--- config.mk ---
export PLATFORM = sky130hd
export DESIGN_NAME = cnn_scan_sequencer_flat
export DESIGN_NICKNAME = d
export VERILOG_FILES = /design/src/rtl/cnn_scan_sequencer_if.sv /design/src/rtl/cnn_scan_sequencer.sv /design/src/flat_wrapper.sv
export SDC_FILE = /design/constraint.sdc
export NUM_CORES = 1
export LEC_CHECK = 0
export BUFFER_PORTS_ARGS = -buffer_cell sky130_fd_sc_hd__buf_2
export CORE_MARGIN = 1
export CORE_UTILIZATION = 54
export CTS_CLUSTER_SIZE = 28
export DETAILED_ROUTE_END_ITERATION = 12
export PLACE_DENSITY = 0.89
export SYNTH_ARGS = -nofsm -noshare
export SYNTH_HDL_FRONTEND = slang
export SYNTH_SLANG_ARGS = --single-unit
--- constraint.sdc ---
create_clock -name clk -period 3.4 [get_ports clk]
set_input_delay 0.34 -clock clk [delete_from_list [all_inputs] [get_ports clk]]
set_output_delay 0.34 -clock clk [all_outputs]
set_load 0.01 [all_outputs]
--- src/rtl/cnn_scan_sequencer_if.sv ---
// Scan-sequencer to convolution-datapath bundle: start/stall requests in,
// MAC/clear/write strobes and tap/pixel coordinates out.
interface cnn_scan_sequencer_if;
  logic       go;
  logic       hold;
  logic       acc_clr;
  logic       mac_en;
  logic [7:0] a_row;
  logic [7:0] a_col;
  logic       pad;
  logic [3:0] f_row;
  logic [3:0] f_col;
  logic       out_wr;
  logic [7:0] out_row;
  logic [7:0] out_col;
  logic       busy;
  logic       done;

  modport master (
    input  go, hold,
    output acc_clr, mac_en, a_row, a_col, pad, f_row, f_col,
           out_wr, out_row, out_col, busy, done
  );

  modport slave (
    output go, hold,
    input  acc_clr, mac_en, a_row, a_col, pad, f_row, f_col,
           out_wr, out_row, out_col, busy, done
  );
endinterface

--- src/rtl/cnn_scan_sequencer.sv ---
// Window-scan controller: walks every output pixel and filter tap of a
// strided, zero-padded convolution and strobes clear/MAC/write to the datapath.
module cnn_scan_sequencer #(
  parameter int A_SIZE = 6,
  parameter int F_SIZE = 3,
  parameter int STRIDE = 1,
  parameter int ZPAD   = 0
) (
  input logic                  clk,
  input logic                  reset,
  cnn_scan_sequencer_if.master bus
);

  localparam int              O_SIZE = (A_SIZE + 2*ZPAD - F_SIZE) / STRIDE + 1;
  localparam logic [7:0]        OLAST  = 8'(O_SIZE - 1);
  localparam logic [3:0]        FLAST  = 4'(F_SIZE - 1);
  localparam logic signed [9:0] ALIM   = 10'(A_SIZE);
  localparam logic [9:0]        ZOFF   = 10'(ZPAD);

  typedef enum logic [2:0] {IDLE, CLR, MAC, WRITE, DONE} state_t;

  state_t            state, state_nx;
  logic [7:0]        orow, ocol, orow_nx, ocol_nx;
  logic [3:0]        frow, fcol, frow_nx, fcol_nx;
  logic signed [9:0] r, c;
  logic              stall, oob, in_mac;

  always_ff @(posedge clk or negedge reset) begin
    if (!reset) begin
      state <= IDLE;
      orow  <= '0;
      ocol  <= '0;
      frow  <= '0;
      fcol  <= '0;
    end else begin
      state <= state_nx;
      orow  <= orow_nx;
      ocol  <= ocol_nx;
      frow  <= frow_nx;
      fcol  <= fcol_nx;
    end
  end

  // hold only freezes the active scan states; IDLE and DONE always advance
  assign stall = bus.hold && (state == CLR || state == MAC || state == WRITE);

  always_comb begin
    state_nx = state;
    orow_nx  = orow;
    ocol_nx  = ocol;
    frow_nx  = frow;
    fcol_nx  = fcol;
    if (!stall) begin
      case (state)
        IDLE: begin
          if (bus.go) begin
            state_nx = CLR;
            orow_nx  = '0;
            ocol_nx  = '0;
            frow_nx  = '0;
            fcol_nx  = '0;
          end
        end
        CLR: state_nx = MAC;
        MAC: begin
          if (fcol == FLAST) begin
            fcol_nx = '0;
            if (frow == FLAST) begin
              frow_nx  = '0;
              state_nx = WRITE;
            end else begin
              frow_nx = frow + 4'd1;
            end
          end else begin
            fcol_nx = fcol + 4'd1;
          end
        end
        WRITE: begin
          if (ocol == OLAST) begin
            if (orow == OLAST) begin
              state_nx = DONE;
            end else begin
              ocol_nx  = '0;
              orow_nx  = orow + 8'd1;
              state_nx = CLR;
            end
          end else begin
            ocol_nx  = ocol + 8'd1;
            state_nx = CLR;
          end
        end
        DONE:    state_nx = IDLE;
        default: state_nx = IDLE;
      endcase
    end
  end

  // Image coordinate of the current tap, offset back by the padding border
  always_comb begin
    r = $signed(10'(int'(orow) * STRIDE) + {6'd0, frow} - ZOFF);
    c = $signed(10'(int'(ocol) * STRIDE) + {6'd0, fcol} - ZOFF);
    oob = r[9] || (r >= ALIM) || c[9] || (c >= ALIM);
  end

  assign in_mac      = (state == MAC);
  assign bus.busy    = (state != IDLE);
  assign bus.done    = (state == DONE);
  assign bus.acc_clr = (state == CLR)   && !bus.hold;
  assign bus.mac_en  = in_mac           && !bus.hold;
  assign bus.out_wr  = (state == WRITE) && !bus.hold;
  assign bus.pad     = in_mac && oob;
  assign bus.a_row   = (in_mac && !oob) ? r[7:0] : '0;
  assign bus.a_col   = (in_mac && !oob) ? c[7:0] : '0;
  assign bus.f_row   = frow;
  assign bus.f_col   = fcol;
  assign bus.out_row = orow;
  assign bus.out_col = ocol;

endmodule

--- src/flat_wrapper.sv ---
// flat-port wrapper written by rule: the top's interface ports become plain ports
module cnn_scan_sequencer_flat 
#(
  parameter int A_SIZE = 6,
  parameter int F_SIZE = 3,
  parameter int STRIDE = 1,
  parameter int ZPAD   = 0
)
  (clk, reset, bus_go, bus_hold, bus_acc_clr, bus_mac_en, bus_a_row, bus_a_col, bus_pad, bus_f_row, bus_f_col, bus_out_wr, bus_out_row, bus_out_col, bus_busy, bus_done);
  cnn_scan_sequencer_if bus_i ();
  input logic clk;
  input logic reset;
  input wire logic [$bits(bus_i.go)-1:0] bus_go;
  input wire logic [$bits(bus_i.hold)-1:0] bus_hold;
  output wire logic [$bits(bus_i.acc_clr)-1:0] bus_acc_clr;
  output wire logic [$bits(bus_i.mac_en)-1:0] bus_mac_en;
  output wire logic [$bits(bus_i.a_row)-1:0] bus_a_row;
  output wire logic [$bits(bus_i.a_col)-1:0] bus_a_col;
  output wire logic [$bits(bus_i.pad)-1:0] bus_pad;
  output wire logic [$bits(bus_i.f_row)-1:0] bus_f_row;
  output wire logic [$bits(bus_i.f_col)-1:0] bus_f_col;
  output wire logic [$bits(bus_i.out_wr)-1:0] bus_out_wr;
  output wire logic [$bits(bus_i.out_row)-1:0] bus_out_row;
  output wire logic [$bits(bus_i.out_col)-1:0] bus_out_col;
  output wire logic [$bits(bus_i.busy)-1:0] bus_busy;
  output wire logic [$bits(bus_i.done)-1:0] bus_done;
  assign bus_i.go = bus_go;
  assign bus_i.hold = bus_hold;
  assign bus_acc_clr = bus_i.acc_clr;
  assign bus_mac_en = bus_i.mac_en;
  assign bus_a_row = bus_i.a_row;
  assign bus_a_col = bus_i.a_col;
  assign bus_pad = bus_i.pad;
  assign bus_f_row = bus_i.f_row;
  assign bus_f_col = bus_i.f_col;
  assign bus_out_wr = bus_i.out_wr;
  assign bus_out_row = bus_i.out_row;
  assign bus_out_col = bus_i.out_col;
  assign bus_busy = bus_i.busy;
  assign bus_done = bus_i.done;
  cnn_scan_sequencer #(.A_SIZE(A_SIZE), .F_SIZE(F_SIZE), .STRIDE(STRIDE), .ZPAD(ZPAD)) u_core (.clk(clk), .reset(reset), .bus(bus_i));
endmodule
==> impl_metrics.csv <==
group,metric,value,unit
worst_setup_path,arrival,2.91,ns
sta,fin_tns_setup,0,ns
sta,fin_skew,0.00283,ns
finish,final_common_cell,"buf_2",
drt,ant_nets,0,
synthesis,synth_top_flop_cell,"dfrtp_1",
floorplan,start_util,0.569,
run,maxCapViolCount,0,
drt,drt-total-wl,4860,µm
synthesis,synth_edf_count,0,
sta,fmax,307,MHz
finish,syn_to_final_growth,11.0,%
finish,final_cell_mix,"buf_2 (39), nor2_1 (28), dfrtp_1 (27), nand2_1 (17), ha_1 (14)",
drt,drt_first_pass_iters,4,
placed_design,place_congestion,0.894,
synthesis,synth.distinct_cells,56,
sta,slew_violations,0,
synthesis,ys_seq_area_frac,0.320,
clocking,clockBufferDepth,2,
floorplan,die_h,64.6,µm
clocking,clkSinkCount,27,
global_routing,grt_pass1_vias,1652,
drt,dr_total_vias,1896,
floorplan,coreArea,3720,µm²
clocking,cts_root_buffer,"clkbuf_8",
global_routing,grt.total_usage,0.238,
sta,hold_viol,0,
synthesis,syn_area,2110,µm²
clocking,cts_tree,"yes",
clocking,numCtsBuffers,3,
synthesis,yosysWarningCount,0,
floorplan,pin_count,50,
global_routing,grt_pass1_wl,7760,µm
synthesis,ys_async_sr_fraction,1.00,
finish,final_cell_area,2340,µm²
finish,fin_nets,297,
finish,drive_above_1_share,0.217,
placed_design,dp_hpwl,3610,µm
synthesis,syn_avg_cell_area,8.77,µm²
sta,worst_slack,0.147,ns
worst_setup_path,critPathKind,"flip-flop to primary output",
sta,setup_viol,0,
clocking,clk_pin_slew_worst_paths,0.09,ns
sta,rsz0062_at_grt,"false",
placed_design,port_buffers,39,
drt,route.detailed.drc,0,
sta,slew-limit-headroom,0.608,
global_routing,gr-total-overflow,0,
floorplan,die_w,64.6,µm
synthesis,syn-instance-count,241,
floorplan,fp-row-count,22,
power,power_density,503,nW/µm²
floorplan,dieArea,4170,µm²
global_routing,antenna_found_initial,0,
clocking,clock_latency,0.28,ns
finish,diodes,0,
power,p_leak,1.21,nW
finish,fin_cells,324,
sta,worst_pin_slew,0.588,ns
min_path,min_path_type,"input port to asynchronous set/reset pin",
placed_design,dp.cells,320,
power,vdd_drop_max,387,µV
worst_setup_path,crit_path_max_fanout,7,
synthesis,ys_ff_latch,27,
drt,drtIter0Drc,88,
global_routing,grt_max_degree,28,
drt,wl_per_cell,15.0,µm
sta,fin_crit_sh,0.957,
sta,period_minus_slack,3.25,ns
worst_setup_path,crit_path_start_kind,"flip-flop",
placed_design,place_area,2290,µm²
placed_design,pre_cts_ws,0.477,ns
worst_setup_path,endpoint_kind,"primary output",
drt,vias_per_cell,5.85,
power,total_power,1.18,mW
outcome,status,"finished clean",
worst_setup_path,required,3.06,ns
clocking,cts_max_level,1,
clocking,postCtsSetupBuffers,0,
[cell usage after synthesis, drive strengths merged, types with 2 or more instances]
| cell type | count | area [µm²] |
|---|---|---|
| a211oi | 3 | 22.5 |
| a21o | 4 | 30.0 |
| a21oi | 12 | 71.3 |
| a22o | 2 | 18.8 |
| a31oi | 4 | 25.0 |
| and2 | 2 | 12.5 |
| and3 | 14 | 90.1 |
| buf | 14 | 108 |
| clkbuf | 4 | 15.0 |
| dfrtp | 27 | 676 |
| fa | 2 | 40.0 |
| ha | 14 | 175 |
| inv | 6 | 22.5 |
| mux2 | 2 | 22.5 |
| nand2 | 18 | 70.1 |
| nand2b | 2 | 12.5 |
| nand3 | 11 | 55.1 |
| nand3b | 2 | 15.0 |
| nand4 | 2 | 12.5 |
| nor2 | 28 | 105 |
| nor2b | 4 | 32.5 |
| nor3 | 3 | 15.0 |
| nor4 | 2 | 25.0 |
| o21a | 2 | 15.0 |
| o21ai | 19 | 103 |
| o2bb2ai | 2 | 17.5 |
| o31ai | 4 | 43.8 |
| o41ai | 2 | 17.5 |
| or3 | 2 | 12.5 |
| or3b | 2 | 17.5 |
| xnor2 | 8 | 70.1 |
| xor2 | 5 | 43.8 |
[critical path, stage by stage, from the launching register on]
cell and delay (ns):
dfrtp_1 0.46, ha_1 0.25, fa_1 0.43, a21o_1 0.22, a21oi_2 0.19, mux2_2 0.17
nand4_1 0.14, nor4_4 0.30, buf_4 0.19, and3_1 0.14, buf_2 0.12
[layout make-up]
cell class                      count  area (µm²)
Fill cell                         345        1370
Multi-Input combinational cell    199        1340
Sequential cell                    27         676
Timing Repair Buffer               40         203
Tap cell                           48        60.1
Clock buffer                        4        45.0
Inverter                            6        22.5
[power breakdown]
group / internal [mW] / leakage [nW] / switching (mW) / total, mW
sequential: 0.365 / 0.370 / 0.0843 / 0.449
combinational: 0.207 / 0.818 / 0.335 / 0.543
clock: 0.0843 / 0.0228 / 0.104 / 0.188
[stage by stage]
| stage | hold slack, ns | utilization |
|---|---|---|
| 5_1_grt | 0.102 | 0.631 |
| 2_1_floorplan | 0.0444 | - |
| 4_1_cts | 0.0839 | 0.628 |
| 3_3_place_gp | 0.378 | 0.615 |
| 3_5_place_dp | 0.387 | 0.615 |
| 6_report | 0.0500 | 0.631 |
[cells by family after synthesis]
logic type,count (synthesis),share of synthesized area
xor gates and xnor gates,13,0.0539
DFF,27,0.320
AOI/OAI and AO/OA,61,0.198
buffers and inverters,24,0.0687
adders and majority gates,16,0.102
other,1,0.00177
muxes,2,0.0107
and+or+nand+nor,97,0.245
[worst paths after layout]
check | end | from | slack, ns | cells past startpoint
max reg2reg | u_core.bus.out_row[6] | u_core.bus.out_col[1] | 0.85 | 7
min | u_core.bus.f_col[2] | reset | 0.05 | 1
max in group asynchronous | u_core.bus.out_row[3] | reset | 2.96 | 1
min in group clk | u_core.state[0] | bus_hold | 0.42 | 3
max | bus_a_col[0] | u_core.bus.f_col[0] | 0.15 | 10
min reg2reg | u_core.bus.out_row[3] | u_core.bus.out_row[3] | 0.58 | 1
[metal layers]
layer	up-vias	routed length, µm	GRT usage
met1	899	2120	0.309
met4	0	38	0.0611
met5	-	0	0
li1	928	-	-
met2	66	2450	0.421
met3	3	252	0.0246
[registers in the layout, indices dropped and copies added, names as in the netlist]
signal              cells
u_core.bus.out_col      8
u_core.bus.out_row      8
u_core.bus.f_col        4
u_core.bus.f_row        4
u_core.state            3
[repair_timing]
| item | in CTS | in global routing |
|---|---|---|
| setup endpoints to repair | 0 | 4 |
| resized for setup | 0 | 2 |
| hold buffers | 0 | 0 |
Note: power is estimated with default switching activity, not from simulation.
